File: config.mk
export PLATFORM = sky130hd
export DESIGN_NAME = load_store_unit
export DESIGN_NICKNAME = d
export VERILOG_FILES = /design/src/rtl/memory_pkg.sv /design/src/rtl/lsu_extend.sv /design/src/rtl/load_store_unit.sv
export SDC_FILE = /design/constraint.sdc
export NUM_CORES = 1
export LEC_CHECK = 0
export ABC_AREA = 1
export CORE_MARGIN = 2
export CORE_UTILIZATION = 41
export DETAILED_ROUTE_END_ITERATION = 12
export DONT_BUFFER_PORTS = 1
export GPL_ROUTABILITY_DRIVEN = 1
export HOLD_SLACK_MARGIN = 0.1
export PLACE_DENSITY = 0.51
export SYNTH_ARGS = -nofsm -noshare
export SYNTH_HDL_FRONTEND = slang
export SYNTH_HIERARCHICAL = 1
export SYNTH_SLANG_ARGS = --single-unit
File: constraint.sdc
create_clock -name clk -period 6 [get_ports clk]
set_input_delay 1.2 -clock clk [delete_from_list [all_inputs] [get_ports clk]]
set_output_delay 1.2 -clock clk [all_outputs]
set_load 0.02 [all_outputs]
File: src/rtl/memory_pkg.sv
// Shared encodings for the byte-serial load/store unit: access sizes, FSM states,
// the byte-lane width and the size/alignment helpers.
package memory_pkg;

  localparam int BYTE_W = 8;

  typedef enum logic [1:0] {
    SIZE_BYTE = 2'b00,
    SIZE_HALF = 2'b01,
    SIZE_WORD = 2'b10,
    SIZE_RSVD = 2'b11
  } size_e;

  typedef enum logic [1:0] {
    ST_IDLE   = 2'b00,
    ST_ACCESS = 2'b01,
    ST_DONE   = 2'b10
  } state_e;

  // Index of the final byte of an access: 0, 1 or 3.
  function automatic logic [1:0] last_byte(input size_e s);
    case (s)
      SIZE_HALF: last_byte = 2'd1;
      SIZE_WORD: last_byte = 2'd3;
      default:   last_byte = 2'd0;
    endcase
  endfunction

  // Reserved size, or a half/word not aligned to its own size.
  function automatic logic access_err(input size_e s, input logic [1:0] addr_lo);
    access_err = (s == SIZE_RSVD) ||
                 ((s == SIZE_HALF) && addr_lo[0]) ||
                 ((s == SIZE_WORD) && (addr_lo != 2'b00));
  endfunction

endpackage

File: src/rtl/lsu_extend.sv
// Combinational zero/sign extension of an assembled load result to 32 bits.
module lsu_extend
  import memory_pkg::*;
(
  input  logic [31:0] data_i,
  input  size_e       size_i,
  input  logic        sign_ext_i,
  output logic [31:0] data_o
);

  always_comb begin
    case (size_i)
      SIZE_BYTE: data_o = {{(32-BYTE_W){sign_ext_i & data_i[BYTE_W-1]}}, data_i[BYTE_W-1:0]};
      SIZE_HALF: data_o = {{(32-2*BYTE_W){sign_ext_i & data_i[2*BYTE_W-1]}}, data_i[2*BYTE_W-1:0]};
      default:   data_o = data_i;
    endcase
  end

endmodule

File: src/rtl/load_store_unit.sv
// Byte-serial load/store unit: splits byte/half/word accesses into single-byte
// transactions on an 8-bit memory port, stalling on memHit, and assembles load data.
module load_store_unit
  import memory_pkg::*;
#(
  parameter int ADDR_W = 32
) (
  input  logic              clk,
  input  logic              reset,
  input  logic              req,
  input  logic              we,
  input  logic [1:0]        size,
  input  logic              signExt,
  input  logic [ADDR_W-1:0] addr,
  input  logic [31:0]       wdata,
  output logic              busy,
  output logic              done,
  output logic              err,
  output logic [31:0]       rdata,
  output logic [ADDR_W-1:0] memAddress,
  output logic [BYTE_W-1:0] memWriteData,
  output logic              memRead,
  output logic              memWrite,
  input  logic              memHit,
  input  logic [BYTE_W-1:0] memOut
);

  state_e            state_q, state_d;
  logic [1:0]        cnt_q, cnt_d;
  logic [ADDR_W-1:0] base_q, base_d;
  logic              we_q, we_d;
  size_e             size_q, size_d;
  logic              sext_q, sext_d;
  logic [31:0]       wdata_q, wdata_d;
  logic [31:0]       rdata_q, rdata_d;
  logic              done_q, done_d;
  logic              err_q, err_d;
  logic              mem_rd_q, mem_rd_d;
  logic              mem_wr_q, mem_wr_d;
  logic [ADDR_W-1:0] mem_addr_q, mem_addr_d;
  logic [BYTE_W-1:0] mem_wdata_q, mem_wdata_d;

  logic [31:0] merged;
  logic [31:0] extended;

  lsu_extend u_extend (
    .data_i     (merged),
    .size_i     (size_q),
    .sign_ext_i (sext_q),
    .data_o     (extended)
  );

  always_comb begin
    // NOTE: every signal gets a default before the case so no path leaves it
    // unassigned; a missing default here would infer a latch.
    state_d = state_q;
    cnt_d   = cnt_q;
    base_d  = base_q;
    we_d    = we_q;
    size_d  = size_q;
    sext_d  = sext_q;
    wdata_d = wdata_q;
    rdata_d = rdata_q;
    done_d  = 1'b0;
    err_d   = 1'b0;

    merged = rdata_q;
    merged[32'(cnt_q)*BYTE_W +: BYTE_W] = memOut;

    case (state_q)
      ST_IDLE: begin
        if (req) begin
          base_d  = addr;
          we_d    = we;
          size_d  = size_e'(size);
          sext_d  = signExt;
          wdata_d = wdata;
          cnt_d   = 2'd0;
          rdata_d = '0;
          if (access_err(size_e'(size), addr[1:0])) begin
            state_d = ST_DONE;
            done_d  = 1'b1;
            err_d   = 1'b1;
          end else begin
            state_d = ST_ACCESS;
          end
        end
      end
      ST_ACCESS: begin
        if (memHit) begin
          if (!we_q) rdata_d = merged;
          if (cnt_q == last_byte(size_q)) begin
            state_d = ST_DONE;
            done_d  = 1'b1;
            if (!we_q) rdata_d = extended;
          end else begin
            cnt_d = cnt_q + 2'd1;
          end
        end
      end
      default: state_d = ST_IDLE;
    endcase

    // Memory port is registered off the next state so strobes align with ACCESS.
    mem_rd_d    = (state_d == ST_ACCESS) && !we_d;
    mem_wr_d    = (state_d == ST_ACCESS) && we_d;
    mem_addr_d  = (state_d == ST_ACCESS) ? base_d + ADDR_W'(cnt_d) : '0;
    mem_wdata_d = (state_d == ST_ACCESS) ? wdata_d[32'(cnt_d)*BYTE_W +: BYTE_W] : '0;
  end

  // NOTE: sequential state uses non-blocking assignments only, so every flop
  // samples the pre-edge value of its _d regardless of statement order.
  always_ff @(posedge clk) begin
    if (!reset) begin
      state_q     <= ST_IDLE;
      cnt_q       <= '0;
      base_q      <= '0;
      we_q        <= 1'b0;
      size_q      <= SIZE_BYTE;
      sext_q      <= 1'b0;
      wdata_q     <= '0;
      rdata_q     <= '0;
      done_q      <= 1'b0;
      err_q       <= 1'b0;
      mem_rd_q    <= 1'b0;
      mem_wr_q    <= 1'b0;
      mem_addr_q  <= '0;
      mem_wdata_q <= '0;
    end else begin
      state_q     <= state_d;
      cnt_q       <= cnt_d;
      base_q      <= base_d;
      we_q        <= we_d;
      size_q      <= size_d;
      sext_q      <= sext_d;
      wdata_q     <= wdata_d;
      rdata_q     <= rdata_d;
      done_q      <= done_d;
      err_q       <= err_d;
      mem_rd_q    <= mem_rd_d;
      mem_wr_q    <= mem_wr_d;
      mem_addr_q  <= mem_addr_d;
      mem_wdata_q <= mem_wdata_d;
    end
  end

  assign busy         = (state_q != ST_IDLE);
  assign done         = done_q;
  assign err          = err_q;
  assign rdata        = rdata_q;
  assign memAddress   = mem_addr_q;
  assign memWriteData = mem_wdata_q;
  assign memRead      = mem_rd_q;
  assign memWrite     = mem_wr_q;

endmodule

==> impl_metrics.csv <==
group,metric,value,unit
yosys,ys_seq_elements,148,
worst_setup_path,critical-path-top-delay-family,"simple AND/OR/NAND/NOR gates",
layout,multi_input_area,0.00405,mm2
pwr,ir_worst_vdd,192,uV
global_route,grt.total_usage,22.0,%
placement,portBuffers,0,
yosys,synthMuxAreaShare,1.01,%
layout,final_util,44.9,%
timing,worst_slack,2.29,ns
die,io_pins,157,
detailed_routing,drtIter0Drc,411,
yosys,synth_area_leaders,"dfxtp_1 (37%), nand2_1 (14%), nor2_1 (8.3%), inv_1 (6.0%), o21ai_0 (4.4%)",
yosys,synth_most_common_cell,"nand2_1",
timing,tns,0,ns
layout,area_delta_synth_final,6.90,%
worst_setup_path,worst_ep_arrival_time,3.98,ns
clock_network,clock_sinks,148,
pwr,cellLeakagePower,3.75,nW
worst_setup_path,crit_type,"flip-flop to flip-flop",
timing,fin_crit_sh,61.8,%
detailed_routing,vias_per_cell,4.96,
yosys,synth_top_family_by_area,"simple AND/OR/NAND/NOR gates",
clock_network,post-cts-setup-buffers,0,
layout,num_antenna_cells,0,
layout,drive_above_1_share,10.8,%
worst_setup_path,worst-path-max-fanout,35,
clock_network,h-tree-depth,4,
detailed_routing,drc,0,
placement,place_area,0.00789,mm2
status,status,"complete, no violations",
pwr,p_per_area,312,mW/mm2
global_route,antenna_found_initial,0,
clock_network,cts_tree,"done",
clock_network,clkTransAtPathRegs,0.06,ns
global_route,grt_max_degree,81,
detailed_routing,ant_nets,0,
timing,rsz0062_at_grt,"false",
global_route,grt_first_pass_wirelength,35.1,mm
worst_setup_path,critPathLaunchType,"flip-flop",
layout,area.sequential,0.00296,mm2
placement,gp_congestion,0.866,
yosys,synthSimpleGateAreaFrac,34.3,%
clock_network,ctsLongestPathBuffers,2,
placement,placed_cells,1364,
yosys,syn_inst,1162,
detailed_routing,vias,6912,
global_route,grt-ovfl-total,0,
layout,design_area,0.00845,mm2
layout,final_cells,1394,
global_route,grt_pass1_vias,6569,
die,start_util,42.0,%
yosys,yosysSeqAreaShare,37.5,%
placement,place_ws,2.05,ns
clock_network,insertion_delay,0.42,ns
placement,dp_hpwl,15.3,mm
yosys,synth_edf_count,0,
clock_network,root_buffer,"clkbuf_16",
clock_network,cts_made_buffers,17,
die,die_y,143,um
yosys,synth_xor_area_share,0.221,%
worst_setup_path,crit_chain,"inv_1, ha_1, xor2_1, nand2_1, buf_4, nand2_1, nand2_1, nand2_1, o21ai_2, ha_1, a21o_1, nand3_4, nor2_8, nand2_4, nor2_2, nand2_1, nand2_1, a21oi_1",
yosys,async_flop_share,0,%
worst_setup_path,worst_setup_path_end_kind,"flip-flop",
die,dieArea,0.0204,mm2
worst_setup_path,max_stage_delay,0.62,ns
yosys,synth_cell_types,41,
detailed_routing,wl_per_cell,15.9,um
worst_setup_path,worstPathBufferInverterCount,2,
layout,num-nets-final,1211,
pwr,total_power,2.63,mW
worst_setup_path,crit_top_cell,"nand2_1",
die,rows,50,
timing,period_minus_slack,3.71,ns
timing,max_freq,270,MHz
timing,finalHoldViolCount,0,
yosys,yosys.area.top_type,"dfxtp_1",
die,dieWidth,143,um
timing,worstMarginPinSlew,1.10,ns
yosys,synth_fp_nets,1250,
yosys,synth-compound-area-share,14.3,%
timing,slew_headroom,26.8,%
timing,finalSetupViolations,0,
detailed_routing,dr.pass1.iters,5,
clock_network,ctsHoldBuffers,0,
yosys,synthAdderAreaFrac,1.36,%
worst_setup_path,slowest_stage,"dfxtp_1",
layout,fill_cells,2004,
worst_hold_path,worstHoldPathType,"flip-flop to flip-flop",
timing,finalMaxSlewViolations,0,
timing,fin_hold_ws,0.478,ns
die,fp.coreArea,0.0188,mm2
worst_setup_path,cp_data_required_time,6.27,ns
run,drv_cap,0,
yosys,netlist_top_cells_count,"nand2_1 (285), nor2_1 (175), dfxtp_1 (148)",
yosys,post-synth-top-area-fraction,37.5,%
yosys,syn_area,0.00791,mm2
yosys,syn_avg_cell_area,6.81,um2
clock_network,cts_resized,0,
yosys,ys_warn_count,6,
yosys,ys.flop_type,"dfxtp_1",
detailed_routing,detail_route.wirelength,22.2,mm
timing,finalClockSkew,0.0166,ns
[area by class of cell]
type,count,area share [%]
Timing Repair Buffer,7,0.622
Tap cell,260,3.85
Multi-Input combinational cell,816,47.9
Sequential cell,148,35.0
Clock inverter,13,1.61
Clock buffer,17,5.03
Inverter,133,5.93
[logic make-up (layout without fill, tap and decap cells)]
group                    Yosys count  count (layout)
multiplexers                       8               8
XOR/XNOR                           2               2
flip-flops                       148             148
AO/OA/AOI/OAI                    196             196
AND/OR/NAND/NOR                  602             602
adder cells (fa/ha/maj)            8               8
buffers and inverters            198             170
[worst register-to-register path, cell delays in order, from the launching register on]
cell,delay (ns)
dfxtp_1,0.62
inv_1,0.12
ha_1,0.35
xor2_1,0.15
nand2_1,0.07
buf_4,0.34
nand2_1,0.13
nand2_1,0.08
nand2_1,0.06
o21ai_2,0.48
ha_1,0.27
a21o_1,0.14
nand3_4,0.13
nor2_8,0.18
nand2_4,0.09
nor2_2,0.16
nand2_1,0.07
nand2_1,0.05
a21oi_1,0.05
[sequential cells by signal, summed over array words and instances (netlist names), 2 cells and up]
register,flops
rdata,32
base_q,32
cnt_q,2
memAddress,32
memWriteData,8
state_q,2
wdata_q,32
size_q,2
[cell usage in the layout, fill, tap and decap left out, types with 3 or more instances in the layout]
master	synthesis	layout
nand2_1	285	285
o22ai_1	24	24
nand3b_1	4	4
nor2_4	6	6
nand2_4	6	6
nand2_2	6	6
clkinvlp_4	0	4
clkbuf_16	0	17
ha_1	7	7
nand4_1	4	4
dfxtp_1	148	148
o21ai_2	2	3
nor2_1	175	175
clkinv_2	0	4
o21a_1	24	24
or2_2	28	28
a31oi_1	8	8
nand3_2	15	15
a21oi_1	51	51
o21ai_0	70	70
nand3_1	57	57
o31ai_1	8	8
buf_4	13	7
mux2i_1	8	8
inv_2	4	4
o211ai_1	4	4
nor2_2	10	10
inv_1	127	127
[metal layers]
metal | wire (um) | track usage (%) | up-vias
li1 | - | - | 3594
met1 | 10000 | 28.0 | 3126
met2 | 10400 | 36.1 | 173
met3 | 1400 | 6.51 | 19
met4 | 383 | 6.77 | 0
met5 | 0 | 0 | -
[final timing paths]
| path | cells after the start | slack, ns | end | startpoint |
|---|---|---|---|---|
| hold / removal | 2 | 0.48 | base_q[21] | base_q[21] |
| setup / recovery | 18 | 2.29 | memAddress[31] | size_q[0] |
| setup reg to reg | 18 | 2.29 | memAddress[31] | size_q[0] |
| hold reg to reg | 2 | 0.48 | base_q[21] | base_q[21] |
[report_power, final]
group / switching [mW] / internal (mW)
combinational: 0.315 / 0.155
clock: 0.432 / 0.607
sequential: 0.0724 / 1.05
total: 0.819 / 1.82
(Power assumes the default switching activity.)
